===== src/rtl/biu_constants_pkg.sv =====
// Bus interface unit constants shared by the cache and the BIU.
//   biu_size_t : transfer size encoding
//   biu_type_t : burst type encoding (write buffer only issues SINGLE)
//   biu_prot_t : protection attribute vector
package biu_constants_pkg;

  typedef enum logic [2:0] {
    BYTE  = 3'b000,
    HWORD = 3'b001,
    WORD  = 3'b010,
    DWORD = 3'b011,
    QWORD = 3'b100
  } biu_size_t;

  typedef enum logic [2:0] {
    SINGLE = 3'b000,
    INCR   = 3'b001,
    WRAP4  = 3'b010,
    INCR4  = 3'b011,
    WRAP8  = 3'b100,
    INCR8  = 3'b101,
    WRAP16 = 3'b110,
    INCR16 = 3'b111
  } biu_type_t;

  typedef logic [2:0] biu_prot_t;

  localparam biu_prot_t PROT_INSTRUCTION = 3'b001;
  localparam biu_prot_t PROT_PRIVILEGED  = 3'b010;
  localparam biu_prot_t PROT_CACHEABLE   = 3'b100;

endpackage


===== src/rtl/riscv_cache_pkg.sv =====
// Cache-wide types.
//   WBUF_XLEN/WBUF_PLEN : data/address widths the write-buffer entry is built for
//   wbuf_entry_t        : one posted write held in the write buffer
//   wbuf_state_t        : write-buffer drain state
package riscv_cache_pkg;
  import biu_constants_pkg::*;

  localparam int WBUF_XLEN = 32;
  localparam int WBUF_PLEN = WBUF_XLEN;

  typedef struct packed {
    logic [WBUF_PLEN-1:0]   adr;
    biu_size_t              size;
    logic                   lock;
    biu_prot_t              prot;
    logic [WBUF_XLEN/8-1:0] be;
    logic [WBUF_XLEN-1:0]   data;
  } wbuf_entry_t;

  typedef enum logic {
    WB_IDLE      = 1'b0,
    WB_WAIT_DACK = 1'b1
  } wbuf_state_t;

endpackage


===== src/rtl/riscv_cache_wbuf_if.sv =====
// Write-buffer to BIU bus.
//   master : write buffer side (drives strobe and request fields)
//   slave  : BIU side (drives stb_ack, d_ack, err)
interface riscv_cache_wbuf_if
  import biu_constants_pkg::*;
#(
  parameter int XLEN = 32,
  parameter int PLEN = XLEN
) ();

  logic              stb;
  logic              stb_ack;
  logic              d_ack;
  logic              err;
  logic [PLEN-1:0]   adri;
  biu_size_t         size;
  biu_type_t         typ;
  logic              lock;
  biu_prot_t         prot;
  logic              we;
  logic [XLEN/8-1:0] be;
  logic [XLEN-1:0]   d;

  modport master (
    output stb, adri, size, typ, lock, prot, we, be, d,
    input  stb_ack, d_ack, err
  );

  modport slave (
    input  stb, adri, size, typ, lock, prot, we, be, d,
    output stb_ack, d_ack, err
  );

endinterface


===== src/rtl/riscv_cache_wbuf.sv =====
// Posted write buffer between the cache tag stage and the BIU.
// Writes are queued in program order and drained one at a time.
//   rst_ni, clk_i         : async active-low reset, clock
//   wreq_i..d_i           : write request and its fields from the tag stage
//   pagefault_i           : request faulted, do not queue it
//   full_o / empty_o      : no free entry / nothing pending and BIU idle
//   chk_adr_i / hazard_o  : read address and word-match against queued writes
//   err_o                 : one-cycle pulse when the BIU reports a write error
//   biu                   : BIU bus (master side)
module riscv_cache_wbuf
  import biu_constants_pkg::*;
  import riscv_cache_pkg::*;
#(
  parameter int XLEN  = WBUF_XLEN,
  parameter int PLEN  = WBUF_PLEN,
  parameter int DEPTH = 4
) (
  input  logic              rst_ni,
  input  logic              clk_i,

  input  logic              wreq_i,
  input  logic [PLEN-1:0]   adr_i,
  input  biu_size_t         size_i,
  input  logic              lock_i,
  input  biu_prot_t         prot_i,
  input  logic [XLEN/8-1:0] be_i,
  input  logic [XLEN-1:0]   d_i,
  input  logic              pagefault_i,
  output logic              full_o,
  output logic              empty_o,

  input  logic [PLEN-1:0]   chk_adr_i,
  output logic              hazard_o,
  output logic              err_o,

  riscv_cache_wbuf_if.master biu
);

  localparam int AW   = $clog2(DEPTH);
  localparam int CW   = AW + 1;
  localparam int OFFS = $clog2(XLEN/8);

  localparam logic [CW-1:0] FULL_CNT = CW'(DEPTH);
  localparam logic [CW-1:0] CNT_ONE  = CW'(1);
  localparam logic [AW-1:0] PTR_ONE  = AW'(1);

  wbuf_entry_t       mem_q [DEPTH];
  logic [DEPTH-1:0]  valid_q;
  logic [AW-1:0]     wp_q, rp_q;
  logic [CW-1:0]     count_q, count_d;
  wbuf_state_t       state_q;
  logic              err_q;

  logic              push, pop, stb;
  wbuf_entry_t       head, entry_in;
  logic [DEPTH-1:0]  hit;
  logic              chk_unused;

  // full_o looks only at the registered count, so a pop in this cycle
  // frees its slot one cycle later.
  assign full_o  = (count_q == FULL_CNT);
  assign empty_o = (count_q == '0) && (state_q == WB_IDLE);
  assign push    = wreq_i & ~pagefault_i & ~full_o;
  assign stb     = (state_q == WB_IDLE) && (count_q != '0);
  assign pop     = (state_q == WB_WAIT_DACK) && (biu.d_ack || biu.err);
  assign err_o   = err_q;

  always_comb begin
    count_d = count_q;
    case ({push, pop})
      2'b10:   count_d = count_q + CNT_ONE;
      2'b01:   count_d = count_q - CNT_ONE;
      default: count_d = count_q;
    endcase
  end

  always_comb begin
    entry_in      = '0;
    entry_in.adr  = adr_i;
    entry_in.size = size_i;
    entry_in.lock = lock_i;
    entry_in.prot = prot_i;
    entry_in.be   = be_i;
    entry_in.data = d_i;
  end

  // Control state, pointers, valid vector and the error pulse.
  always_ff @(posedge clk_i or negedge rst_ni) begin
    if (!rst_ni) begin
      state_q <= WB_IDLE;
      count_q <= '0;
      wp_q    <= '0;
      rp_q    <= '0;
      valid_q <= '0;
      err_q   <= 1'b0;
    end else begin
      err_q   <= 1'b0;
      count_q <= count_d;

      case (state_q)
        WB_IDLE: begin
          if (stb && biu.stb_ack) state_q <= WB_WAIT_DACK;
        end
        WB_WAIT_DACK: begin
          // An error retires the write just like d_ack; it is not retried.
          if (biu.d_ack || biu.err) begin
            state_q <= WB_IDLE;
            err_q   <= biu.err;
          end
        end
        default: state_q <= WB_IDLE;
      endcase

      // push and pop never hit the same slot: a pop needs count>0 and a
      // push needs count<DEPTH, so wp!=rp whenever both happen.
      if (pop) begin
        rp_q          <= rp_q + PTR_ONE;
        valid_q[rp_q] <= 1'b0;
      end
      if (push) begin
        wp_q          <= wp_q + PTR_ONE;
        valid_q[wp_q] <= 1'b1;
      end
    end
  end

  // Entry storage carries no reset; valid_q qualifies every read.
  always_ff @(posedge clk_i) begin
    if (push) mem_q[wp_q] <= entry_in;
  end

  assign head = mem_q[rp_q];

  // Head fields come straight from storage so they stay stable while the
  // entry waits for stb_ack and then d_ack/err.
  assign biu.stb  = stb;
  assign biu.adri = head.adr;
  assign biu.size = head.size;
  assign biu.typ  = SINGLE;
  assign biu.lock = head.lock;
  assign biu.prot = head.prot;
  assign biu.we   = 1'b1;
  assign biu.be   = head.be;
  assign biu.d    = head.data;

  // Word-granular read-after-write check against every queued write,
  // including the one currently in flight.
  generate
    for (genvar gi = 0; gi < DEPTH; gi++) begin : g_hazard
      assign hit[gi] = valid_q[gi] &&
                       (mem_q[gi].adr[PLEN-1:OFFS] == chk_adr_i[PLEN-1:OFFS]);
    end
  endgenerate

  assign hazard_o   = |hit;
  assign chk_unused = ^chk_adr_i[OFFS-1:0];

endmodule


===== src/flat_wrapper.sv =====
// flat-port wrapper written by rule: the top's interface ports become plain ports
module riscv_cache_wbuf_flat import biu_constants_pkg::*; import riscv_cache_pkg::*;
#(
  parameter int XLEN  = WBUF_XLEN,
  parameter int PLEN  = WBUF_PLEN,
  parameter int DEPTH = 4
)
  (rst_ni, clk_i, wreq_i, adr_i, size_i, lock_i, prot_i, be_i, d_i, pagefault_i, full_o, empty_o, chk_adr_i, hazard_o, err_o, biu_stb, biu_adri, biu_size, biu_typ, biu_lock, biu_prot, biu_we, biu_be, biu_d, biu_stb_ack, biu_d_ack, biu_err);
  riscv_cache_wbuf_if #(.XLEN(XLEN), .PLEN(PLEN)) biu_i ();
  input  logic rst_ni;
  input  logic clk_i;
  input  logic wreq_i;
  input  logic [PLEN-1:0] adr_i;
  input  biu_size_t size_i;
  input  logic lock_i;
  input  biu_prot_t prot_i;
  input  logic [XLEN/8-1:0] be_i;
  input  logic [XLEN-1:0] d_i;
  input  logic pagefault_i;
  output logic full_o;
  output logic empty_o;
  input  logic [PLEN-1:0] chk_adr_i;
  output logic hazard_o;
  output logic err_o;
  output wire logic [$bits(biu_i.stb)-1:0] biu_stb;
  output wire logic [$bits(biu_i.adri)-1:0] biu_adri;
  output wire logic [$bits(biu_i.size)-1:0] biu_size;
  output wire logic [$bits(biu_i.typ)-1:0] biu_typ;
  output wire logic [$bits(biu_i.lock)-1:0] biu_lock;
  output wire logic [$bits(biu_i.prot)-1:0] biu_prot;
  output wire logic [$bits(biu_i.we)-1:0] biu_we;
  output wire logic [$bits(biu_i.be)-1:0] biu_be;
  output wire logic [$bits(biu_i.d)-1:0] biu_d;
  input wire logic [$bits(biu_i.stb_ack)-1:0] biu_stb_ack;
  input wire logic [$bits(biu_i.d_ack)-1:0] biu_d_ack;
  input wire logic [$bits(biu_i.err)-1:0] biu_err;
  assign biu_stb = biu_i.stb;
  assign biu_adri = biu_i.adri;
  assign biu_size = biu_i.size;
  assign biu_typ = biu_i.typ;
  assign biu_lock = biu_i.lock;
  assign biu_prot = biu_i.prot;
  assign biu_we = biu_i.we;
  assign biu_be = biu_i.be;
  assign biu_d = biu_i.d;
  assign biu_i.stb_ack = biu_stb_ack;
  assign biu_i.d_ack = biu_d_ack;
  assign biu_i.err = biu_err;
  riscv_cache_wbuf #(.XLEN(XLEN), .PLEN(PLEN), .DEPTH(DEPTH)) u_core (.rst_ni(rst_ni), .clk_i(clk_i), .wreq_i(wreq_i), .adr_i(adr_i), .size_i(size_i), .lock_i(lock_i), .prot_i(prot_i), .be_i(be_i), .d_i(d_i), .pagefault_i(pagefault_i), .full_o(full_o), .empty_o(empty_o), .chk_adr_i(chk_adr_i), .hazard_o(hazard_o), .err_o(err_o), .biu(biu_i));
endmodule

===== config.mk =====
export PLATFORM = sky130hd
export DESIGN_NAME = riscv_cache_wbuf_flat
export DESIGN_NICKNAME = d
export VERILOG_FILES = /design/src/rtl/biu_constants_pkg.sv /design/src/rtl/riscv_cache_pkg.sv /design/src/rtl/riscv_cache_wbuf_if.sv /design/src/rtl/riscv_cache_wbuf.sv /design/src/flat_wrapper.sv
export SDC_FILE = /design/constraint.sdc
export NUM_CORES = 1
export LEC_CHECK = 0
export CORE_ASPECT_RATIO = 0.5
export CORE_MARGIN = 5
export CORE_UTILIZATION = 58
export CTS_CLUSTER_DIAMETER = 100
export DETAILED_ROUTE_END_ITERATION = 16
export PLACE_DENSITY_LB_ADDON = 0.2
export SKIP_CTS_REPAIR_TIMING = 1
export SLEW_MARGIN = 20
export SYNTH_ARGS = -nofsm -noshare
export SYNTH_HDL_FRONTEND = slang
export SYNTH_SLANG_ARGS = --single-unit
export TNS_END_PERCENT = 30

===== constraint.sdc =====
create_clock -name clk_i -period 9.3 [get_ports clk_i]
set_clock_uncertainty 0.15 [all_clocks]
set_input_delay 2.325 -clock clk_i [delete_from_list [all_inputs] [get_ports clk_i]]
set_output_delay 2.325 -clock clk_i [all_outputs]
set_load 0.02 [all_outputs]

* Word-level counts from Yosys, hierarchy flattened *
Memories as Yosys holds them, arrays and structs flattened.
Index checks and enable logic that the tools add are counted.

word-level totals
  RAM bits = 300
  word-level logic and storage cells = 59
  bits of input ports = 114
  register bits = 13
  memories kept = 1

memory list
  memory        depth  width  read ports  clocked after Yosys merged registers in  wr ports  line                    RTL
  u_core.mem_q  4      75     5           0                                        1         riscv_cache_wbuf.sv:47  wbuf_entry_t mem_q [DEPTH];

cells by class
  eq/ne operators = 7
  magnitude comparators = 4
  bitwise gates (word level) = 8
  muxes and demuxes = 14
  $add $sub $neg = 4
  reductions and logical operators = 15

operators by type and width
  operator             number
  $eq 30x30->1         4
  $logic_and 1x1->1    10
  $mux 1               8
  $mux 4               2
  $lt 2x3->1 const B   2
  $pmux 3 s2           1
  $add 2x1->2 const B  2
  $and 4x4->4          1
  $demux 1 s2          2
  $ge 2x1->1 const B   2
  $not 4->4            1
  $or 4x4->4           1
  $reduce_or 4->1      1
  $add 3x1->3 const B  1
  $eq 3x3->1 const B   1
  $logic_not 3->1      1
  $not 1->1            3
  $reduce_bool 3->1    1
  $sub 3x1->3 const B  1
  $and 1x1->1          2
  $eq 2x1->1 const B   1
  $eq 2x2->1 const B   1
  $pmux 1 s2           1
  $reduce_bool 2->1    1
  $logic_or 1x1->1     1

* Depth between registers and ports, before layout *
  depth in word-level cells = 9
  mapped depth = 10
  depth with buffers taken out = 10

* Worst setup path before layout *
OpenSTA, ideal clock, no wires.

  path type = input -> output
  from = in chk_adr_i[12]
  to = out hazard_o
  path slack = 3.490 ns
  path buffers = 1
  cell stages on the path = 6
  arrival = 3.335 ns
  required time = 6.825 ns
  path through = clkbuf_1 xnor2_1 nand4_1 nor4_1 nand4_1 nand4_1

on the way
  longest elaborated chain between the ends = 3
  elaborated cells between the ends (all ways) = 9

RTL lines
  item                 line                     RTL
  from (decl)          flat_wrapper.sv:22       input logic [PLEN-1:0] chk_adr_i;
  $eq 30x30->1         riscv_cache_wbuf.sv:151  (mem_q[gi].adr[PLEN-1:OFFS] == chk_adr_i[PLEN-1:OFFS]);
  $logic_and 1x1->1    riscv_cache_wbuf.sv:150  assign hit[gi] = valid_q[gi] &&
  $reduce_or 4->1 (*)  riscv_cache_wbuf.sv:155  assign hazard_o = |hit;
  to (decl)            flat_wrapper.sv:23       output logic hazard_o;

Mark *: on every way between the ends. The rest lies on a longest branch, timed or not.

* Final worst setup path *
  from = in chk_adr_i[14]
  to = out hazard_o

The elaborated chain is that of the path after synthesis.

==> reports/results.txt <==
I/O Buffers -> 191
Rel. slew slack -> 33.1%
DP Worst Slack -> 2.16 ns
r2r setup slk -> 6.49 ns
ys async rst share -> 4.15%
register area share after synthesis -> 71.9%
Synth Cell Area -> 0.0130 mm2
fin worst setup slack -> 2.08 ns
gr ovfl total -> 0
final hold viol count -> 0
initial antenna violation count -> 1
Top FF cell, synth -> edfxtp_1
die area -> 0.0257 mm2
Placer Congestion -> 0.890
max-cap violations -> 0
FP Rows -> 38
run status -> completed
Worst IR Drop VDD -> 0.000182 V
CTS clock-pin slew for the worst setup and hold paths -> 0.07 ns
Hold Crit Class -> reg2reg
Starting Density -> 59.5%
Tcrit/Tclk final -> 77.7%
htree depth -> 1
type of the worst setup path -> in2out
drt via density -> 5.69
cts bufs inserted -> 27
CTS max path bufs -> 3
Internal -> 3090 uW
Core ar. -> 0.0218 mm2
top cell type's share of synthesized area -> 69.4%
share of power burned in registers -> 42.0%
clock share of power -> 24.5%
Psw -> 1350 uW
switch share -> 30.4%
Area Overhead vs Synth -> 22.6%
Worst R2R Path Depth -> 5
fill count -> 1300
reg-to-reg critical path endpoint -> u_core.mem_q[2][14]
first-pass GRT wire length -> 41.6 mm
Clk Latency, worst-skew pair -> 0.55 ns
PD cells -> 279 mW/mm2
RSZ-0062 raised after global routing -> false
Vias -> 6541
Tot GR Track Use -> 21.4%
clock sink total -> 313
vias in the first global route -> 6997
yosys warns -> 0
Syn Area/Cell -> 20.3 um2
Critical Path AT -> 4.75 ns
largest net degree at the start of global routing -> 64
Synth cell types -> 29
WL/cell -> 23.8 um
ANT cells -> 0
synth cell count leaders -> edfxtp_1 (300), xnor2_1 (79), mux4_2 (75)
First-pass DRT Iterations -> 5
Setup crit end -> hazard_o
Setup-failing EPs final -> 0
Die Ht -> 116 um
CP startpoint kind -> input pin
top cell type by total area after synthesis -> edfxtp_1
CTS tree -> yes
f_max -> 138 MHz
DIE WIDTH -> 222 um
detailed router's first-iteration violation count -> 567
Tmin final -> 7.22 ns
proportion of layout cells with a drive suffix above 1 -> 15.0%
Slew @ Worst Pin -> 1.00 ns
Root Driver -> clkbuf_16
# IOs -> 198
most numerous cell in the Yosys netlist -> edfxtp_1
CP Max Fanout -> 4
DP Wirelength -> 17.8 mm
Remaining DRCs -> 0
Syn Inst Count -> 641
critical path required time -> 6.83 ns
Total Nets Final -> 953
Critical Path End Type -> primary output
synthesized flop and latch total -> 313
final wirelength -> 27.3 mm
Post-synth EDFFs -> 300
Leak -> 0.00514 uW
RR Startpoint -> u_core.count_q[0]
worst setup path start -> chk_adr_i[14]
post-route antenna net violation count -> 0
Comb power frac -> 33.6%
Setup TNS Final -> 0 ns
Max Transition Viols Final -> 0
synth top area cells -> edfxtp_1 (69%), mux4_2 (13%), xnor2_1 (5.3%), xor2_1 (3.1%), dfrtp_1 (2.5%)
[placed cells by master (no fill, tap or decap), types with 2 or more instances in the layout]
cell,count
dfrtp_1,11
dfrtp_4,2
xnor2_1,79
o21ai_0,2
clkinv_2,7
clkbuf_1,6
nor4_1,16
clkdlybuf4s50_1,191
edfxtp_1,300
mux4_2,75
buf_4,6
bufinv_16,2
conb_1,4
ha_1,9
nor2_1,3
and2_4,4
nand2_1,6
nand4_1,25
inv_1,8
xor2_1,46
clkbuf_16,27
a21o_1,4
clkinv_1,5
[power by group through the flow]
| stage | Sequential, uW | Clock [uW] | Combinational, uW |
|---|---|---|---|
| floorplan | 1810 | 0 | 1000 |
| global placement | 1890 | 0 | 1500 |
| detailed placement | 1900 | 0 | 1500 |
| CTS | 1870 | 1110 | 1520 |
| global route | 1890 | 1170 | 1570 |
| finish | 1860 | 1090 | 1490 |
[cell families (layout without fill, tap and decap cells)]
family	count (synthesis)	count (layout)	share of synthesized area, %
AOI/OAI and AO/OA	8	8	0.405
and+or+nand+nor	59	59	2.80
DFF	313	313	71.9
xor gates and xnor gates	125	125	8.43
other	2	4	0.0578
muxes	76	76	13.1
buffers and inverters	48	254	2.33
adders and majority gates	10	10	1.02
[per-stage QoR]
| step | cells | instance area [um2] | power [uW] | utilization [%] | hold slack [ns] |
|---|---|---|---|---|---|
| 2_1_floorplan | 643 | 13000 | 2810 | - | 0.299 |
| 3_3_place_gp | 1100 | 15100 | 3390 | 69.1 | 0.318 |
| 3_5_place_dp | 1100 | 15100 | 3400 | 69.1 | 0.326 |
| 4_1_cts | 1149 | 15900 | 4490 | 72.9 | 0.341 |
| 5_1_grt | 1149 | 15900 | 4630 | 72.9 | 0.361 |
| 6_report | 1149 | 15900 | 4440 | 72.9 | 0.342 |
[layout make-up]
type	instances	area, um2	share of cell area (%)
Sequential cell	313	9340	58.7
Multi-Input combinational cell	282	3370	21.2
Timing Repair Buffer	197	1960	12.3
Clock buffer	34	712	4.47
Tap cell	300	375	2.36
Clock inverter	15	134	0.841
Inverter	8	30.0	0.189
[layer usage]
metal	vias up	wire, um	part of all wire [%]	global-route usage [%]
li1	2914	-	-	-
met1	3368	11200	41	29.3
met2	218	13700	50	36.4
met3	39	1900	6.9	5.29
met4	2	446	1.6	3.82
met5	-	12	0.044	0
[state kept, by name, indices dropped and copies added, names as in the netlist]
signal / cells
u_core.valid_q: 4
u_core.mem_q: 300
u_core.state_q: 1
u_core.wp_q: 2
u_core.count_q: 3
u_core.err_o: 1
u_core.rp_q: 2
[critical path: stages]
cell and delay (ns):
clkdlybuf4s50_1 0.51, xnor2_1 0.42, nand4_1 0.22, nor4_1 0.33
nand4_1 0.13, nand4_1 0.17, clkdlybuf4s50_1 0.64
[how the worst min path moves through the flow]
stage / start / endpoint / slack, ns / depth (start not counted)
final: u_core.valid_q[0] / u_core.valid_q[0] / 0.34 / 1
after global routing: u_core.valid_q[3] / u_core.valid_q[3] / 0.36 / 1
after CTS: u_core.valid_q[3] / u_core.valid_q[3] / 0.34 / 1
after detailed placement: u_core.valid_q[3] / u_core.valid_q[3] / 0.33 / 1
after global placement: u_core.valid_q[0] / u_core.valid_q[0] / 0.32 / 1
after floorplan: u_core.valid_q[0] / u_core.valid_q[0] / 0.30 / 1
No activity file was read; power rests on OpenSTA's default activity.
